**src/rtl/wb_arbiter_if.sv**
```systemverilog
// Bus bundle for the register-file write arbiter: pipeline and long-latency
// result inputs, the write port, and the hazard/flow-control status outputs.
interface wb_arbiter_if #(
    parameter int WIDTH = 32,
    parameter int DEPTH = 4
);
    localparam int CW = $clog2(DEPTH) + 1;

    logic             pipe_valid;
    logic [4:0]       pipe_rd;
    logic [WIDTH-1:0] pipe_data;
    logic             lu_valid;
    logic [4:0]       lu_rd;
    logic [WIDTH-1:0] lu_data;
    logic             lu_ready;
    logic             we;
    logic [4:0]       wa;
    logic [WIDTH-1:0] wd;
    logic [31:0]      pending;
    logic [CW-1:0]    fifo_count;
    logic             stall_req;

    modport slave (
        input  pipe_valid, pipe_rd, pipe_data, lu_valid, lu_rd, lu_data,
        output lu_ready, we, wa, wd, pending, fifo_count, stall_req
    );

    modport master (
        output pipe_valid, pipe_rd, pipe_data, lu_valid, lu_rd, lu_data,
        input  lu_ready, we, wa, wd, pending, fifo_count, stall_req
    );
endinterface

```
**src/rtl/wb_arbiter.sv**
```systemverilog
// Register-file write arbiter: the in-order pipeline has priority, long-latency
// results wait in a FIFO, and a starvation counter asks upstream for a stall.
module wb_arbiter #(
    parameter int WIDTH  = 32,
    parameter int DEPTH  = 4,
    parameter int STARVE = 8
) (
    input logic         clk,
    input logic         rst_n,
    wb_arbiter_if.slave bus
);
    localparam int AW   = $clog2(DEPTH);
    localparam int CW   = AW + 1;
    localparam int AGEW = $clog2(STARVE + 1);

    logic [4:0]       rdMem_q   [DEPTH];
    logic [WIDTH-1:0] dataMem_q [DEPTH];

    logic [AW-1:0]    rdPtr_q, rdPtr_d;
    logic [AW-1:0]    wrPtr_q, wrPtr_d;
    logic [CW-1:0]    count_q, count_d;
    logic [AGEW-1:0]  age_q, age_d;
    logic             stall_q, stall_d;
    logic             we_q, we_d;
    logic [4:0]       wa_q, wa_d;
    logic [WIDTH-1:0] wd_q, wd_d;

    logic             luReady;
    logic             pipeSel;
    logic             popEn;
    logic             pushEn;
    logic [31:0]      pendingVec;
    logic [AW-1:0]    offset;

    // Occupancy comes only from registered state, so a pop cannot open a slot the same cycle.
    assign luReady = (count_q < CW'(DEPTH));
    assign pipeSel = bus.pipe_valid && (bus.pipe_rd != 5'd0);
    assign popEn   = !pipeSel && (count_q != '0);
    assign pushEn  = bus.lu_valid && luReady && (bus.lu_rd != 5'd0);

    always_comb begin
        we_d    = 1'b0;
        wa_d    = wa_q;
        wd_d    = wd_q;
        rdPtr_d = rdPtr_q;
        wrPtr_d = wrPtr_q;
        count_d = count_q;
        age_d   = age_q;

        if (pipeSel) begin
            we_d = 1'b1;
            wa_d = bus.pipe_rd;
            wd_d = bus.pipe_data;
        end else if (popEn) begin
            we_d    = 1'b1;
            wa_d    = rdMem_q[rdPtr_q];
            wd_d    = dataMem_q[rdPtr_q];
            rdPtr_d = rdPtr_q + AW'(1);
        end

        if (pushEn) begin
            wrPtr_d = wrPtr_q + AW'(1);
        end

        if (pushEn && !popEn) begin
            count_d = count_q + CW'(1);
        end else if (popEn && !pushEn) begin
            count_d = count_q - CW'(1);
        end

        if ((count_q == '0) || popEn) begin
            age_d = '0;
        end else if (age_q < AGEW'(STARVE)) begin
            age_d = age_q + AGEW'(1);
        end

        stall_d = (age_d == AGEW'(STARVE));
    end

    always_ff @(posedge clk or negedge rst_n) begin
        if (!rst_n) begin
            we_q    <= 1'b0;
            wa_q    <= '0;
            wd_q    <= '0;
            rdPtr_q <= '0;
            wrPtr_q <= '0;
            count_q <= '0;
            age_q   <= '0;
            stall_q <= 1'b0;
        end else begin
            we_q    <= we_d;
            wa_q    <= wa_d;
            wd_q    <= wd_d;
            rdPtr_q <= rdPtr_d;
            wrPtr_q <= wrPtr_d;
            count_q <= count_d;
            age_q   <= age_d;
            stall_q <= stall_d;
        end
    end

    // Entry storage needs no reset: validity is defined purely by the pointers and count.
    always_ff @(posedge clk) begin
        if (pushEn) begin
            rdMem_q[wrPtr_q]   <= bus.lu_rd;
            dataMem_q[wrPtr_q] <= bus.lu_data;
        end
    end

    always_comb begin
        pendingVec = '0;
        offset     = '0;
        for (int i = 0; i < DEPTH; i++) begin
            offset = AW'(i) - rdPtr_q;
            if ({1'b0, offset} < count_q) begin
                pendingVec[rdMem_q[i]] = 1'b1;
            end
        end
    end

    assign bus.lu_ready   = luReady;
    assign bus.we         = we_q;
    assign bus.wa         = wa_q;
    assign bus.wd         = wd_q;
    assign bus.pending    = pendingVec;
    assign bus.fifo_count = count_q;
    assign bus.stall_req  = stall_q;
endmodule

```
**src/flat_wrapper.sv**
```systemverilog
// flat-port wrapper written by rule: the top's interface ports become plain ports
module wb_arbiter_flat 
#(
    parameter int WIDTH  = 32,
    parameter int DEPTH  = 4,
    parameter int STARVE = 8
)
  (clk, rst_n, bus_pipe_valid, bus_pipe_rd, bus_pipe_data, bus_lu_valid, bus_lu_rd, bus_lu_data, bus_lu_ready, bus_we, bus_wa, bus_wd, bus_pending, bus_fifo_count, bus_stall_req);
  wb_arbiter_if #(.WIDTH(WIDTH), .DEPTH(DEPTH)) bus_i ();
  input logic clk;
  input logic rst_n;
  input wire logic [$bits(bus_i.pipe_valid)-1:0] bus_pipe_valid;
  input wire logic [$bits(bus_i.pipe_rd)-1:0] bus_pipe_rd;
  input wire logic [$bits(bus_i.pipe_data)-1:0] bus_pipe_data;
  input wire logic [$bits(bus_i.lu_valid)-1:0] bus_lu_valid;
  input wire logic [$bits(bus_i.lu_rd)-1:0] bus_lu_rd;
  input wire logic [$bits(bus_i.lu_data)-1:0] bus_lu_data;
  output wire logic [$bits(bus_i.lu_ready)-1:0] bus_lu_ready;
  output wire logic [$bits(bus_i.we)-1:0] bus_we;
  output wire logic [$bits(bus_i.wa)-1:0] bus_wa;
  output wire logic [$bits(bus_i.wd)-1:0] bus_wd;
  output wire logic [$bits(bus_i.pending)-1:0] bus_pending;
  output wire logic [$bits(bus_i.fifo_count)-1:0] bus_fifo_count;
  output wire logic [$bits(bus_i.stall_req)-1:0] bus_stall_req;
  assign bus_i.pipe_valid = bus_pipe_valid;
  assign bus_i.pipe_rd = bus_pipe_rd;
  assign bus_i.pipe_data = bus_pipe_data;
  assign bus_i.lu_valid = bus_lu_valid;
  assign bus_i.lu_rd = bus_lu_rd;
  assign bus_i.lu_data = bus_lu_data;
  assign bus_lu_ready = bus_i.lu_ready;
  assign bus_we = bus_i.we;
  assign bus_wa = bus_i.wa;
  assign bus_wd = bus_i.wd;
  assign bus_pending = bus_i.pending;
  assign bus_fifo_count = bus_i.fifo_count;
  assign bus_stall_req = bus_i.stall_req;
  wb_arbiter #(.WIDTH(WIDTH), .DEPTH(DEPTH), .STARVE(STARVE)) u_core (.clk(clk), .rst_n(rst_n), .bus(bus_i));
endmodule
```
**config.mk**
```make
export PLATFORM = sky130hd
export DESIGN_NAME = wb_arbiter_flat
export DESIGN_NICKNAME = d
export VERILOG_FILES = /design/src/rtl/wb_arbiter_if.sv /design/src/rtl/wb_arbiter.sv /design/src/flat_wrapper.sv
export SDC_FILE = /design/constraint.sdc
export NUM_CORES = 1
export LEC_CHECK = 0
export CAP_MARGIN = 10
export CORE_ASPECT_RATIO = 1.75
export CORE_MARGIN = 2
export CORE_UTILIZATION = 53
export CTS_CLUSTER_DIAMETER = 60
export CTS_CLUSTER_SIZE = 28
export DETAILED_ROUTE_END_ITERATION = 12
export PLACE_DENSITY_LB_ADDON = 0.08
export RECOVER_POWER = 25
export SLEW_MARGIN = 30
export SYNTH_ARGS = -nofsm -noshare
export SYNTH_HDL_FRONTEND = slang
export SYNTH_SLANG_ARGS = --single-unit
export TNS_END_PERCENT = 20
```
**constraint.sdc**
```tcl
create_clock -name clk -period 6 [get_ports clk]
set_clock_uncertainty 0.15 [all_clocks]
set_input_delay 1.2 -clock clk [delete_from_list [all_inputs] [get_ports clk]]
set_output_delay 1.2 -clock clk [all_outputs]
set_load 0.005 [all_outputs]
```
Yosys cells after proc, flatten, opt, wreduce, memory -nomap -nowiden:

Memories as Yosys holds them, arrays and structs flattened.
Index checks and enable logic that the tools add are counted.

* register bits: 50
* bits in writable memories: 148
* input bits: 78
* output and inout bits: 75
* memories: 2

* add/subtract/negate cells: 9
* magnitude comparators: 14
* equality and inequality tests: 1
* multiplexer cells: 24
* bitwise operators: 4
* reductions and logical operators: 21

Memory list
* u_core.dataMem_q: words 4, bits a word 32, read ports 1, clocked after Yosys merged registers in 0, write ports 1, RTL line wb_arbiter.sv:17 `logic [WIDTH-1:0] dataMem_q [DEPTH];`
* u_core.rdMem_q: words 4, bits a word 5, read ports 5, clocked after Yosys merged registers in 0, write ports 1, RTL line wb_arbiter.sv:16 `logic [4:0] rdMem_q [DEPTH];`

Operator list (number)
* 2-to-1 mux 32 bit: 6
* OR 32 bit: 3
* < comparator 5 x 6 -> 1 bit, second input constant: 4
* demux 1 bit (select 5 bit): 4
* >= comparator 5 x 1 -> 1 bit, second input constant: 4
* < comparator 2 x 3 -> 1 bit: 4
* logical AND 1 bit: 10
* 2-to-1 mux 5 bit: 2
* nonzero test 5 bit: 2
* 2-to-1 mux 1 bit: 8
* 2-to-1 mux 4 bit: 2
* 2-to-1 mux 3 bit: 2
* adder 2 x 1 -> 2 bit, second input constant: 2
* adder 4 x 1 -> 4 bit, second input constant: 1
* == test 4 bit, second input constant: 1
* < comparator 4 bit, second input constant: 1
* nonzero test 2 bit: 2
* subtractor 1 x 2 -> 2 bit, first input constant: 2
* subtractor 2 bit, first input constant: 2
* adder 3 x 1 -> 3 bit, second input constant: 1
* logical NOT 1 bit: 3
* logical NOT 3 bit: 1
* < comparator 3 bit, second input constant: 1
* nonzero test 3 bit: 1
* other kinds (4): 4

Longest topological paths before layout:

Gate-level depths: netlist of run 1.

* depth in word-level cells: 11
* depth in mapped cells: 10

Worst setup path before layout of run 1:

OpenSTA, ideal clock, no wires.

* kind: flip-flop to output port
* from: register u_core.rdPtr_q[1]
* to: output bus_pending[24]
* data arrival time: 2.262 ns
* data required time: 4.650 ns
* slack: 2.388 ns
* cell stages (with the launch flop): 9
* path through: dfrtp_1 > buf_1 > xor2_1 > inv_1 > ha_1 > nor2b_1 > a2111o_1 > o32ai_1 > a221o_1

* longest elaborated chain between the ends: 9
* elaborated cells on any way between the ends: 15
* classes of those cells: 4 x add/sub; 4 x order compare; 4 x mux; 3 x bitwise

Ends and longest elaborated chain
* start: declaration: RTL line wb_arbiter.sv:19 `logic [AW-1:0] rdPtr_q, rdPtr_d;`
* start signal: assignment: RTL line wb_arbiter.sv:94 `rdPtr_q <= rdPtr_d;`
* subtractor 1 x 2 -> 2 bit: RTL line wb_arbiter.sv:114 `offset = AW'(i) - rdPtr_q;`
* < comparator 2 x 3 -> 1 bit: RTL line wb_arbiter.sv:115 `if ({1'b0, offset} < count_q) begin`
* 2-to-1 mux 32 bit: RTL line wb_arbiter.sv:115
* OR 32 bit (no source line)
* 2-to-1 mux 32 bit: RTL line wb_arbiter.sv:115
* OR 32 bit (no source line)
* 2-to-1 mux 32 bit: RTL line wb_arbiter.sv:115
* OR 32 bit (no source line)
* 2-to-1 mux 32 bit (*): RTL line wb_arbiter.sv:115
* end: declaration: RTL line flat_wrapper.sv:22 `output wire logic [$bits(bus_i.pending)-1:0] bus_pending;`

Mark *: on every way between the ends. The rest lies on a longest branch, timed or not.

Final worst setup path of run 1:

* from: register u_core.rdPtr_q[0]
* to: output bus_pending[27]

Same word-level chain as after synthesis.

==> summary.md, run 1 <==
| Metric | Value |
|---|---|
| Layout cells sized above 1 | `11.9%` |
| Syn Area/Cell | `14.0 um^2` |
| Number of synthesized flops with an enable pin | `148` |
| Failing checks | `capacitance limit, slew limit` |
| Drc violations | `0` |
| Hold_buf cts | `0` |
| GRT Max-Usage Layer | `met2` |
| FF-to-FF setup slack | `2.88 ns` |
| Max clock buf depth | `2` |
| RSZ-0062 raised after global routing | `false` |
| Area delta synth->final | `24.9%` |
| Initial Util | `53.8%` |
| Final period utilization | `81.4%` |
| Arrival @ worst endpoint | `3.54 ns` |
| Final Power | `4.82 mW` |
| Hold depth | `2` |
| #FFs+latches synth | `198` |
| Peak VDD IR | `0.383 mV` |
| Reg clk slew, reported paths | `0.07 ns` |
| Number of I/O port buffers | `152` |
| Critical Path End Type | `output pin` |
| Ports | `153` |
| Seq/Total Area, Yosys | `63.0%` |
| Resized Gates After CTS | `0` |
| Syn_nets | `737` |
| Met1 usage | `31.6%` |
| Worst-path fanout max | `45` |
| Worst slew pin tran | `3.10 ns` |
| Top-area cell type share of the netlist area | `49.2%` |
| Global routing usage on met2 | `53.1%` |
| H-tree Lvls | `4` |
| Power per cell area | `427 mW/mm^2` |
| TNS Setup | `0 ns` |
| Post-DP HPWL | `17900 um` |
| Die Ht | `177 um` |
| Antenna viol nets, final | `0` |
| Fin util | `67.2%` |
| Post-Synthesis Cells | `648` |
| Design area | `0.0113 mm^2` |
| Core footprint | `0.0168 mm^2` |
| Postcts setup bufs | `0` |
| Total wire length | `25400 um` |
| Main synth FF type | `edfxtp_1` |
| Num rows | `63` |
| Period minus WS final | `4.89 ns` |
| Ys async rst share | `25.3%` |
| Unique cell type count in the Yosys netlist | `56` |
| Most frequent cell after synthesis | `edfxtp_1` |
| CP Launch Type | `flop` |
| Fin. max-slew vios | `51` |
| Vias in the first global route | `6505` |
| Max Clk Rate | `0.205 GHz` |
| Worst skew pair latency | `0.43 ns` |
| Diodes inserted | `0` |
| CP Data Required Time | `4.65 ns` |
| Max cap viols | `1` |
| Num CTS Buffers | `17` |
| Yosys warns | `0` |
| Global route overflow | `0` |
| Routed len/inst | `24.7 um` |
| Tot GR Track Use | `28.9%` |
| Iteration-0 DRC Markers | `408` |
| Pleak | `3.95 nW` |
| Die area | `0.0182 mm^2` |
| Root cell of the clock tree | `clkbuf_16` |
| Routability congestion estimate from global placement | `0.963` |
| Ranking of synthesized cells by area | `edfxtp_1, dfrtp_1, mux4_2` |
| R2R depth | `8` |
| Largest net degree at the start of global routing | `81` |
| Slew HR | `-107%` |
| CTS tree | `built` |
| Min-delay worst type | `reg2reg` |
| Setup-failing EPs final | `0` |
| Via Count | `6284` |
| Synthesized area | `0.00904 mm^2` |
| Die Width | `103 um` |
| First-pass GRT wire length | `37700 um` |
| Fin. Hold Viols | `0` |
| Final nets | `875` |
| Most area-hungry cell type in the Yosys netlist | `edfxtp_1` |
| Sink Count | `198` |
| Vias/cell | `6.12` |
| Initial antenna violation count | `0` |
| Drt first pass iters | `5` |
| Met3 Resource Use GR | `4.23%` |
| Crit Path Class | `reg2out` |
| Cell Area, Placed | `0.0107 mm^2` |
| Fill cells | `1191` |
| Outcome | `finished, violations left` |
| Synth cell count leaders | `edfxtp_1, nand2_1, dfrtp_1` |
power breakdown:
group	switching, mW	internal, mW
clock network	0.497	0.576
logic	0.947	0.853
registers	0.190	1.76
per-stage QoR:
stage | cells | setup slack (ns) | hold WS, ns
after floorplan | 648 | 2.39 | 0.356
after global placement | 994 | 1.46 | 0.349
after detailed placement | 994 | 1.54 | 0.355
after CTS | 1026 | 1.05 | 0.372
after global routing | 1026 | 0.864 | 0.409
final | 1026 | 1.11 | 0.370
metal layers:
| metal | up-vias | part of all wire (%) | wire (um) |
|---|---|---|---|
| met1 | 3155 | 35 | 8830 |
| met3 | 51 | 4.2 | 1070 |
| met5 | - | 0 | 0 |
| li1 | 2828 | - | - |
| met4 | 0 | 4.8 | 1210 |
| met2 | 250 | 56 | 14300 |
flip-flops by register name (all words and copies together), names as in the netlist:
| signal | cells |
|---|---|
| u_core.bus.we | 1 |
| u_core.bus.wa | 5 |
| u_core.rdPtr_q | 2 |
| u_core.wrPtr_q | 2 |
| u_core.bus.wd | 32 |
| u_core.age_q | 4 |
| u_core.bus.fifo_count | 3 |
| u_core.dataMem_q | 128 |
| u_core.bus.stall_req | 1 |
| u_core.rdMem_q | 20 |
final timing paths:
path / to / startpoint
min in group asynchronous: u_core.bus.wd[5]$_DFFE_PN0P_ / rst_n
worst max register to register: u_core.bus.fifo_count[2]$_DFFE_PN0P_ / u_core.bus.fifo_count[0]$_DFFE_PN0P_
worst min-delay path: u_core.bus.wa[2]$_DFFE_PN0P_ / u_core.bus.wa[2]$_DFFE_PN0P_
max in group asynchronous: u_core.rdPtr_q[0]$_DFFE_PN0P_ / rst_n
worst min register to register: u_core.bus.wa[2]$_DFFE_PN0P_ / u_core.bus.wa[2]$_DFFE_PN0P_
worst max-delay path: bus_pending[27] / u_core.rdPtr_q[0]$_DFFE_PN0P_
worst max-delay path, stage by stage, from the launching register on:
cell,delay [ns]
dfrtp_2,0.36
buf_4,0.65
nor2b_1,0.36
o2111ai_1,0.65
a2bb2o_1,0.33
a211o_1,0.28
clkdlybuf4s50_1,0.46
cells in the final DEF (no fill, tap or decap), types with 3 or more instances in the layout:
cell type / synthesis / routed
nor3_1: 6 / 5
mux4_2: 37 / 37
nand3_1: 3 / 3
nand2_1: 85 / 85
clkinv_2: 0 / 3
ha_1: 10 / 10
o2111ai_1: 15 / 15
a211o_1: 7 / 7
clkdlybuf4s50_1: 0 / 127
a221o_1: 15 / 15
inv_1: 13 / 13
and2_1: 8 / 4
o221ai_1: 7 / 7
a2bb2oi_1: 5 / 5
inv_6: 0 / 3
a22oi_1: 5 / 5
nor2_1: 48 / 48
buf_4: 1 / 5
clkinvlp_4: 0 / 3
o22ai_1: 18 / 18
a2111oi_2: 3 / 4
or2_2: 4 / 4
nand2b_1: 13 / 13
o211ai_1: 3 / 3
or3_1: 4 / 3
and2_4: 0 / 4
nor3b_1: 4 / 4
xor2_1: 3 / 3
nor2b_1: 15 / 15
o2111a_1: 4 / 4
a31oi_1: 36 / 36
clkbuf_16: 0 / 17
dlygate4sd3_1: 0 / 24
edfxtp_1: 148 / 148
xnor2_1: 6 / 6
dfrtp_1: 50 / 48
cell type report:
class                           count  area [um^2]  share of cell area, %
Sequential cell                   198         5700                   50.5
Multi-Input combinational cell    397         3140                   27.8
Timing Repair Buffer              158         1560                   13.8
Clock buffer                       18          429                   3.80
Tap cell                          227          284                   2.52
Clock inverter                     14          124                   1.10
Inverter                           14         52.6                  0.466
logic make-up (layout without fill, tap and decap cells):
group	count (synthesis)	after routing	synth area share [%]
and+or+nand+nor	201	201	10.4
DFF	198	198	63.0
AOI/OAI and AO/OA	137	137	12.2
buffers and inverters	53	204	2.46
muxes	39	39	9.45
adders and majority gates	11	11	1.61
xor gates and xnor gates	9	9	0.872
Power figures use the tool's default switching activity.
==> inputs of run 2 (changes only) <==
--- a/config.mk
+++ b/config.mk
@@ -8,7 +8,7 @@
 export CAP_MARGIN = 10
 export CORE_ASPECT_RATIO = 1.75
 export CORE_MARGIN = 2
-export CORE_UTILIZATION = 53
+export CORE_UTILIZATION = 48
 export CTS_CLUSTER_DIAMETER = 60
 export CTS_CLUSTER_SIZE = 28
 export DETAILED_ROUTE_END_ITERATION = 12
==> constraint.sdc (replaced) <==
create_clock -name clk -period 4.1 [get_ports clk]
set_clock_uncertainty 0.15 [all_clocks]
set_input_delay 0.82 -clock clk [delete_from_list [all_inputs] [get_ports clk]]
set_output_delay 0.82 -clock clk [all_outputs]
set_load 0.005 [all_outputs]
==> run 2 against run 1 <==
Net effect:
- the flow still finishes with violations (capacitance limit, slew limit)
- largest cell class unchanged
- power rose by 50%
- critical endpoint is now bus_pending[25]
- die area rose by 10%
- highest routed layer unchanged
- critical path depth rose by 2
==> summary.md, run 2 (synthesis gave the netlist of run 1 again) <==
| Metric | Value |
|---|---|
| Outcome | `finished, violations left (unchanged)` |
| Failing checks | `capacitance limit, slew limit (unchanged)` |
| Reg2reg end | `u_core.bus.fifo_count[2]$_DFFE_PN0P_ (unchanged)` |
| Crit Path Class | `reg2out (unchanged)` |
| Worst slew pin tran | `1.58 ns (was 3.10 ns)` |
| Power per cell area | `626 mW/mm^2 (was 427 mW/mm^2)` |
| Core footprint | `0.0185 mm^2 (was 0.0168 mm^2)` |
| Critical Path End Type | `output pin (unchanged)` |
| Hold_buf cts | `0 (unchanged)` |
| Slew HR | `-5.41% (was -107%)` |
| Worst skew pair latency | `0.43 ns (about the same)` |
| Die Width | `108 um (was 103 um)` |
| Min-delay worst type | `reg2reg (unchanged)` |
| Die Ht | `186 um (was 177 um)` |
| Number of I/O port buffers | `152 (unchanged)` |
| Iteration-0 DRC Markers | `450 (was 408)` |
| RSZ-0062 raised after global routing | `true (was false)` |
| Max cap viols | `1 (unchanged)` |
| FF-to-FF Start | `u_core.bus.fifo_count[0]$_DFFE_PN0P_ (unchanged)` |
| Final nets | `892 (was 875)` |
| CP Data Required Time | `3.13 ns (was 4.65 ns)` |
| Max Clk Rate | `0.247 GHz` |
| CP Launch Type | `flop (unchanged)` |
| Pleak | `4.09 nW (was 3.95 nW)` |
| Layout cells sized above 1 | `14.7% (was 11.9%)` |
| CP Launch Point | `u_core.rdPtr_q[0]$_DFFE_PN0P_ (unchanged)` |
| Vias in the first global route | `6474 (was 6505)` |
| Drt first pass iters | `5 (unchanged)` |
| Max clock buf depth | `2 (unchanged)` |
| Reg clk slew, reported paths | `0.07 ns (about the same)` |
| Arrival @ worst endpoint | `3.07 ns (was 3.54 ns)` |
| Largest net degree at the start of global routing | `81 (unchanged)` |
| Num CTS Buffers | `17 (unchanged)` |
| Antenna viol nets, final | `0 (unchanged)` |
| Setup-failing EPs final | `0 (unchanged)` |
| Area delta synth->final | `28.2% (was 24.9%)` |
| Drc violations | `0 (unchanged)` |
| Initial antenna violation count | `1 (was 0)` |
| Root cell of the clock tree | `clkbuf_16 (unchanged)` |
| Crit-path slowest cell | `clkdlybuf4s50_1 (was buf_4)` |
| Initial Util | `48.9% (was 53.8%)` |
| Post-DP HPWL | `17600 um (was 17900 um)` |
| CTS tree | `built (unchanged)` |
| Period minus WS final | `4.04 ns` |
| Peak VDD IR | `0.494 mV (was 0.383 mV)` |
| Worst-path fanout max | `4 (was 45)` |
| Die area | `0.0200 mm^2 (was 0.0182 mm^2)` |
| Setup WS pre-CTS | `0.295 ns (was 1.54 ns)` |
| Largest Register | `u_core.dataMem_q (unchanged)` |
| Global route overflow | `0 (unchanged)` |
| Total wire length | `24600 um (was 25400 um)` |
| Num rows | `66 (was 63)` |
| Worst Setup EP | `bus_pending[25] (was bus_pending[27])` |
| Most frequent cells in the layout | `edfxtp_1, clkdlybuf4s50_1, nand2_1, nor2_1, dfrtp_1 (unchanged)` |
| Commonest non-fill, non-tap cell in the layout | `edfxtp_1 (unchanged)` |
| Crit-path cells | `xor2_1 > inv_1 > ha_1 > nor2b_2 > a2111o_1 > o32ai_1 > a221o_1 > clkdlybuf4s50_1 (was buf_4 > nor2b_1 > o2111ai_1 > a2bb2o_1 > a211o_1 > clkdlybuf4s50_1)` |
| Crit path setup slack, layout | `0.0551 ns (was 1.11 ns)` |
| Final period utilization | `98.7%` |
| TNS Setup | `0 ns (unchanged)` |
| Ports | `153 (unchanged)` |
| Tot GR Track Use | `25.3% (was 28.9%)` |
| Routed len/inst | `23.4 um (was 24.7 um)` |
| Routability congestion estimate from global placement | `0.976 (was 0.963)` |
| Sink Count | `198 (unchanged)` |
| Max FFs per register | `128 (unchanged)` |
| Vias/cell | `6.01 (was 6.12)` |
| R2R depth | `8 (unchanged)` |
| H-tree Lvls | `4 (unchanged)` |
| Fin. Hold Viols | `0 (unchanged)` |
| Critical path's largest stage delay | `0.50 ns (was 0.65 ns)` |
| FF-to-FF setup slack | `1.55 ns (was 2.88 ns)` |
| Fin. max-slew vios | `25 (was 51)` |
| First-pass GRT wire length | `37100 um (was 37700 um)` |
| Hold depth | `2 (unchanged)` |
| Via Count | `6337 (was 6284)` |
-- run 2: cell count changes in the layout (fill, tap and decap cells not counted), sizes merged, moves of 2 or more --
cell / change
inv: +5
clkbuf: +2
clkinvlp: -3
buf: +17
clkinv: -3
-- run 2: timing repair --
action	in CTS	in global routing
resized for setup	4	8
endpoints found under the setup margin	10	31
buffers inserted	0	0
pin swaps	1	1
-- run 2: area by class of cell --
class | instances | area [um^2]
clock buffer | 20 | 483
timing repair buffer | 175 | 1720
multi-input combinational | 397 | 3210
fill | 1453 | 6910
inverter | 14 | 52.6
clock inverter | 12 | 123
antenna | 1 | 2.50
tap | 238 | 298
sequential | 198 | 5700
-- run 2: critical path, delay by kind of cell, from the launching register on --
kind | cells | cell delay [ns]
adders and majority gates | 1 | 0.30
xor gates and xnor gates | 1 | 0.20
buffers and inverters | 2 | 0.56
AOI/OAI and AO/OA | 3 | 0.89
DFF | 1 | 0.48
and+or+nand+nor | 1 | 0.23
-- run 2: per-stage QoR --
step                cells  power (mW)  util (%)  hold WS [ns]  area (um^2)
floorplan             648        4.39         -         0.356         9040
global placement     1022        5.51      58.9         0.360        10900
detailed placement   1022        5.57      58.9         0.380        10900
CTS                  1054        7.28      62.4         0.270        11500
global route         1055        7.63      62.6         0.411        11600
finish               1055        7.25      62.6         0.392        11600
-- run 2: layer usage --
metal | global-route usage, % | part of all wire (%) | up-vias
met4 | 12.9 | 4.6 | 0
met5 | 0 | 0 | -
met2 | 46.6 | 55 | 243
met3 | 3.89 | 4.3 | 58
li1 | - | - | 2853
met1 | 27.8 | 36 | 3183
-- run 2: worst min path at each step --
stage / from / end / slack, ns
floorplan: u_core.bus.wa[2]$_DFFE_PN0P_ / u_core.bus.wa[2]$_DFFE_PN0P_ / 0.36
global placement: u_core.bus.wa[2]$_DFFE_PN0P_ / u_core.bus.wa[2]$_DFFE_PN0P_ / 0.36
detailed placement: u_core.bus.wd[21]$_DFFE_PN0P_ / u_core.bus.wd[21]$_DFFE_PN0P_ / 0.38
CTS: rst_n / u_core.bus.wd[5]$_DFFE_PN0P_ / 0.27
global route: u_core.bus.wa[3]$_DFFE_PN0P_ / u_core.bus.wa[3]$_DFFE_PN0P_ / 0.41
finish: u_core.bus.wa[1]$_DFFE_PN0P_ / u_core.bus.wa[1]$_DFFE_PN0P_ / 0.39
-- run 2: power by group --
part | switching (mW) | leakage [nW] | internal [mW]
combinational | 1.44 | 1.86 | 1.33
clock | 0.780 | 0.304 | 0.890
sequential | 0.241 | 1.92 | 2.57
total | 2.46 | 4.09 | 4.79
==> inputs of run 3 (changes only) <==
--- a/config.mk
+++ b/config.mk
@@ -18,4 +18,3 @@
 export SYNTH_ARGS = -nofsm -noshare
 export SYNTH_HDL_FRONTEND = slang
 export SYNTH_SLANG_ARGS = --single-unit
-export TNS_END_PERCENT = 20
==> run 3 against run 2 <==
Net effect:
- the run still ends with capacitance limit, slew limit left
- routed wire length is 0.17% lower
- largest power group unchanged
- power increased by 0.10%
- clock power is essentially flat
- critical path depth stayed put
- worst hold slack barely moved
==> summary.md, run 3 (synthesis gave the netlist of run 1 again) <==
| Metric | Value |
|---|---|
| Max FFs per register | `128 (unchanged)` |
| R2R depth | `8 (unchanged)` |
| Final Power | `7.26 mW (was 7.25 mW)` |
| CP Data Required Time | `3.13 ns (about the same)` |
| Fill cells | `1452 (was 1453)` |
| Setup-failing EPs final | `0 (unchanged)` |
| Global route overflow | `0 (unchanged)` |
| WP buf/inv | `2 (unchanged)` |
| Outcome | `finished, violations left (unchanged)` |
| FF-to-FF setup slack | `1.56 ns (was 1.55 ns)` |
| Drt first pass iters | `4 (was 5)` |
| Hold EP | `u_core.bus.wa[1]$_DFFE_PN0P_ (unchanged)` |
| Final period utilization | `98.3% (was 98.7%)` |
| First-pass GRT wire length | `37100 um (unchanged)` |
| Area delta synth->final | `28.4% (was 28.2%)` |
| Via Count | `6379 (was 6337)` |
| CTS tree | `built (unchanged)` |
| Layout cells sized above 1 | `15.1% (was 14.7%)` |
| Routed len/inst | `23.3 um (was 23.4 um)` |
| H-tree Lvls | `4 (unchanged)` |
| Critical path's largest stage delay | `0.50 ns (about the same)` |
| Worst-path fanout max | `4 (unchanged)` |
| Vias in the first global route | `6474 (unchanged)` |
| Power per cell area | `625 mW/mm^2 (was 626 mW/mm^2)` |
| Reg clk slew, reported paths | `0.07 ns (about the same)` |
| Die Ht | `186 um (unchanged)` |
| Worst skew pair latency | `0.43 ns (about the same)` |
| Arrival @ worst endpoint | `3.06 ns (was 3.07 ns)` |
| Crit-path leading delay family | `compound AO/OA/AOI/OAI gates (unchanged)` |
| Fin. max-slew vios | `25 (unchanged)` |
| RSZ-0062 raised after global routing | `true (unchanged)` |
| Max Clk Rate | `0.248 GHz (was 0.247 GHz)` |
| Max clock buf depth | `2 (unchanged)` |
| Iteration-0 DRC Markers | `483 (was 450)` |
| Comb pwr share | `38.3% (was 38.2%)` |
| Failing checks | `capacitance limit, slew limit (unchanged)` |
| Largest net degree at the start of global routing | `81 (unchanged)` |
| Post-DP HPWL | `17600 um (unchanged)` |
| P_int | `4.80 mW (was 4.79 mW)` |
| TNS Setup | `0 ns (unchanged)` |
| Hold path start | `u_core.bus.wa[1]$_DFFE_PN0P_ (unchanged)` |
| NetSw | `2.46 mW (about the same)` |
| Root cell of the clock tree | `clkbuf_16 (unchanged)` |
| FF-to-FF Start | `u_core.bus.fifo_count[0]$_DFFE_PN0P_ (unchanged)` |
| Drc violations | `0 (unchanged)` |
| Non-Filler Instances | `1056 (was 1055)` |
| Hold depth | `2 (unchanged)` |
| Hold_buf cts | `0 (unchanged)` |
| Crit Path Class | `reg2out (unchanged)` |
| Antenna viol nets, final | `0 (unchanged)` |
| Min-delay worst type | `reg2reg (unchanged)` |
| Vias/cell | `6.04 (was 6.01)` |
| Number of I/O port buffers | `152 (unchanged)` |
| Peak VDD IR | `0.494 mV (about the same)` |
| Slew HR | `-5.79% (was -5.41%)` |
| Sink Count | `198 (unchanged)` |
| Ports | `153 (unchanged)` |
| Num rows | `66 (unchanged)` |
| Pleak | `4.09 nW (about the same)` |
| Crit-path cells | `xor2_2 > inv_1 > ha_1 > nor2b_2 > a2111o_1 > o32ai_1 > a221o_1 > clkdlybuf4s50_1 (was xor2_1 > inv_1 > ha_1 > nor2b_2 > a2111o_1 > o32ai_1 > a221o_1 > clkdlybuf4s50_1)` |
| Commonest non-fill, non-tap cell in the layout | `edfxtp_1 (unchanged)` |
| Initial Util | `48.9% (unchanged)` |
| Die Width | `108 um (unchanged)` |
| Largest Register | `u_core.dataMem_q (unchanged)` |
| Core footprint | `0.0185 mm^2 (unchanged)` |
| Most frequent cells in the layout | `edfxtp_1, clkdlybuf4s50_1, nand2_1, nor2_1, dfrtp_1 (unchanged)` |
| Placed Instances | `1022 (unchanged)` |
| Critical Path End Type | `output pin (unchanged)` |
| Initial antenna violation count | `1 (unchanged)` |
| Routability congestion estimate from global placement | `0.976 (unchanged)` |
| Tot GR Track Use | `25.3% (unchanged)` |
| Num CTS Buffers | `17 (unchanged)` |
| Crit-path slowest cell | `clkdlybuf4s50_1 (unchanged)` |
| Total wire length | `24600 um (about the same)` |
| Reg power frac | `38.8% (was 38.7%)` |
| Period minus WS final | `4.03 ns (was 4.04 ns)` |
| Final nets | `893 (was 892)` |
| Reg2reg end | `u_core.bus.fifo_count[2]$_DFFE_PN0P_ (unchanged)` |
| Switching Share | `33.9% (about the same)` |
| Cell Area, Placed | `0.0109 mm^2 (unchanged)` |
| Fin. Hold Viols | `0 (unchanged)` |
| Worst slew pin tran | `1.59 ns (was 1.58 ns)` |
| Max cap viols | `1 (unchanged)` |
| CP Launch Type | `flop (unchanged)` |
| Die area | `0.0200 mm^2 (unchanged)` |
| Design area | `0.0116 mm^2 (about the same)` |
| Clock share of power | `23.0% (about the same)` |
-- run 3: cell count changes in the layout (fill, tap and decap cells not counted) --
cell and change:
xor2_1 -1, buf_4 +1, nor3b_2 +1, xor2_2 +1
nor3b_1 -1
-- run 3: through the flow --
step | util (%) | worst slack [ns] | hold slack (ns)
after floorplan | - | 0.868 | 0.356
after global placement | 58.9 | 0.328 | 0.360
after detailed placement | 58.9 | 0.295 | 0.380
after CTS | 62.4 | -0.0467 | 0.270
after global routing | 62.8 | -0.0395 | 0.411
final | 62.8 | 0.0693 | 0.391
-- run 3: layer usage --
| layer | up-vias | wire [um] | track usage (%) |
|---|---|---|---|
| met5 | - | 0 | 0 |
| met4 | 0 | 1100 | 12.9 |
| met3 | 57 | 1010 | 3.89 |
| met2 | 229 | 13600 | 46.6 |
| met1 | 3236 | 8890 | 27.8 |
| li1 | 2857 | - | - |
-- run 3: how the worst max path moves through the flow --
stage | cells after the start | from | endpoint
floorplan | 8 | u_core.rdPtr_q[1]$_DFFE_PN0P_ | bus_pending[24]
detailed placement | 9 | u_core.rdPtr_q[1]$_DFFE_PN0P_ | bus_pending[16]
global placement | 7 | u_core.rdPtr_q[0]$_DFFE_PN0P_ | bus_pending[16]
global route | 7 | u_core.bus.fifo_count[1]$_DFFE_PN0P_ | bus_pending[27]
finish | 8 | u_core.rdPtr_q[0]$_DFFE_PN0P_ | bus_pending[25]
CTS | 8 | u_core.rdPtr_q[1]$_DFFE_PN0P_ | bus_pending[19]
-- run 3: final cells by class --
cell class,count,area [um^2],share of cell area [%]
Antenna cell,1,2.50,0.0216
Clock inverter,12,123,1.06
Multi-Input combinational cell,397,3220,27.8
Inverter,14,52.6,0.453
Tap cell,238,298,2.57
Timing Repair Buffer,176,1730,14.9
Sequential cell,198,5700,49.1
Clock buffer,20,483,4.16
-- run 3: timing repair --
| action | in CTS | in global routing |
|---|---|---|
| setup buffers | 0 | 1 |
| resized for setup | 5 | 9 |
| endpoints found under the setup margin | 10 | 28 |
| pin swaps | 1 | 2 |
-- run 3: power groups by stage --
| stage | Combinational (mW) | Sequential, mW | Clock [mW] |
|---|---|---|---|
| finish | 2.78 | 2.81 | 1.67 |
| global route | 3.02 | 2.85 | 1.77 |
| CTS | 2.77 | 2.81 | 1.70 |
| detailed placement | 2.73 | 2.85 | 0 |
| global placement | 2.69 | 2.82 | 0 |
| floorplan | 1.62 | 2.77 | 0 |
-- run 3: worst reg2reg max path: stages (launching register included) --
cell	delay, ns
dfrtp_1	0.57
or3_2	0.56
nand2_1	0.12
ha_1	0.20
inv_1	0.06
fa_1	0.37
xor2_1	0.15
nor2_1	0.14
xnor2_1	0.13
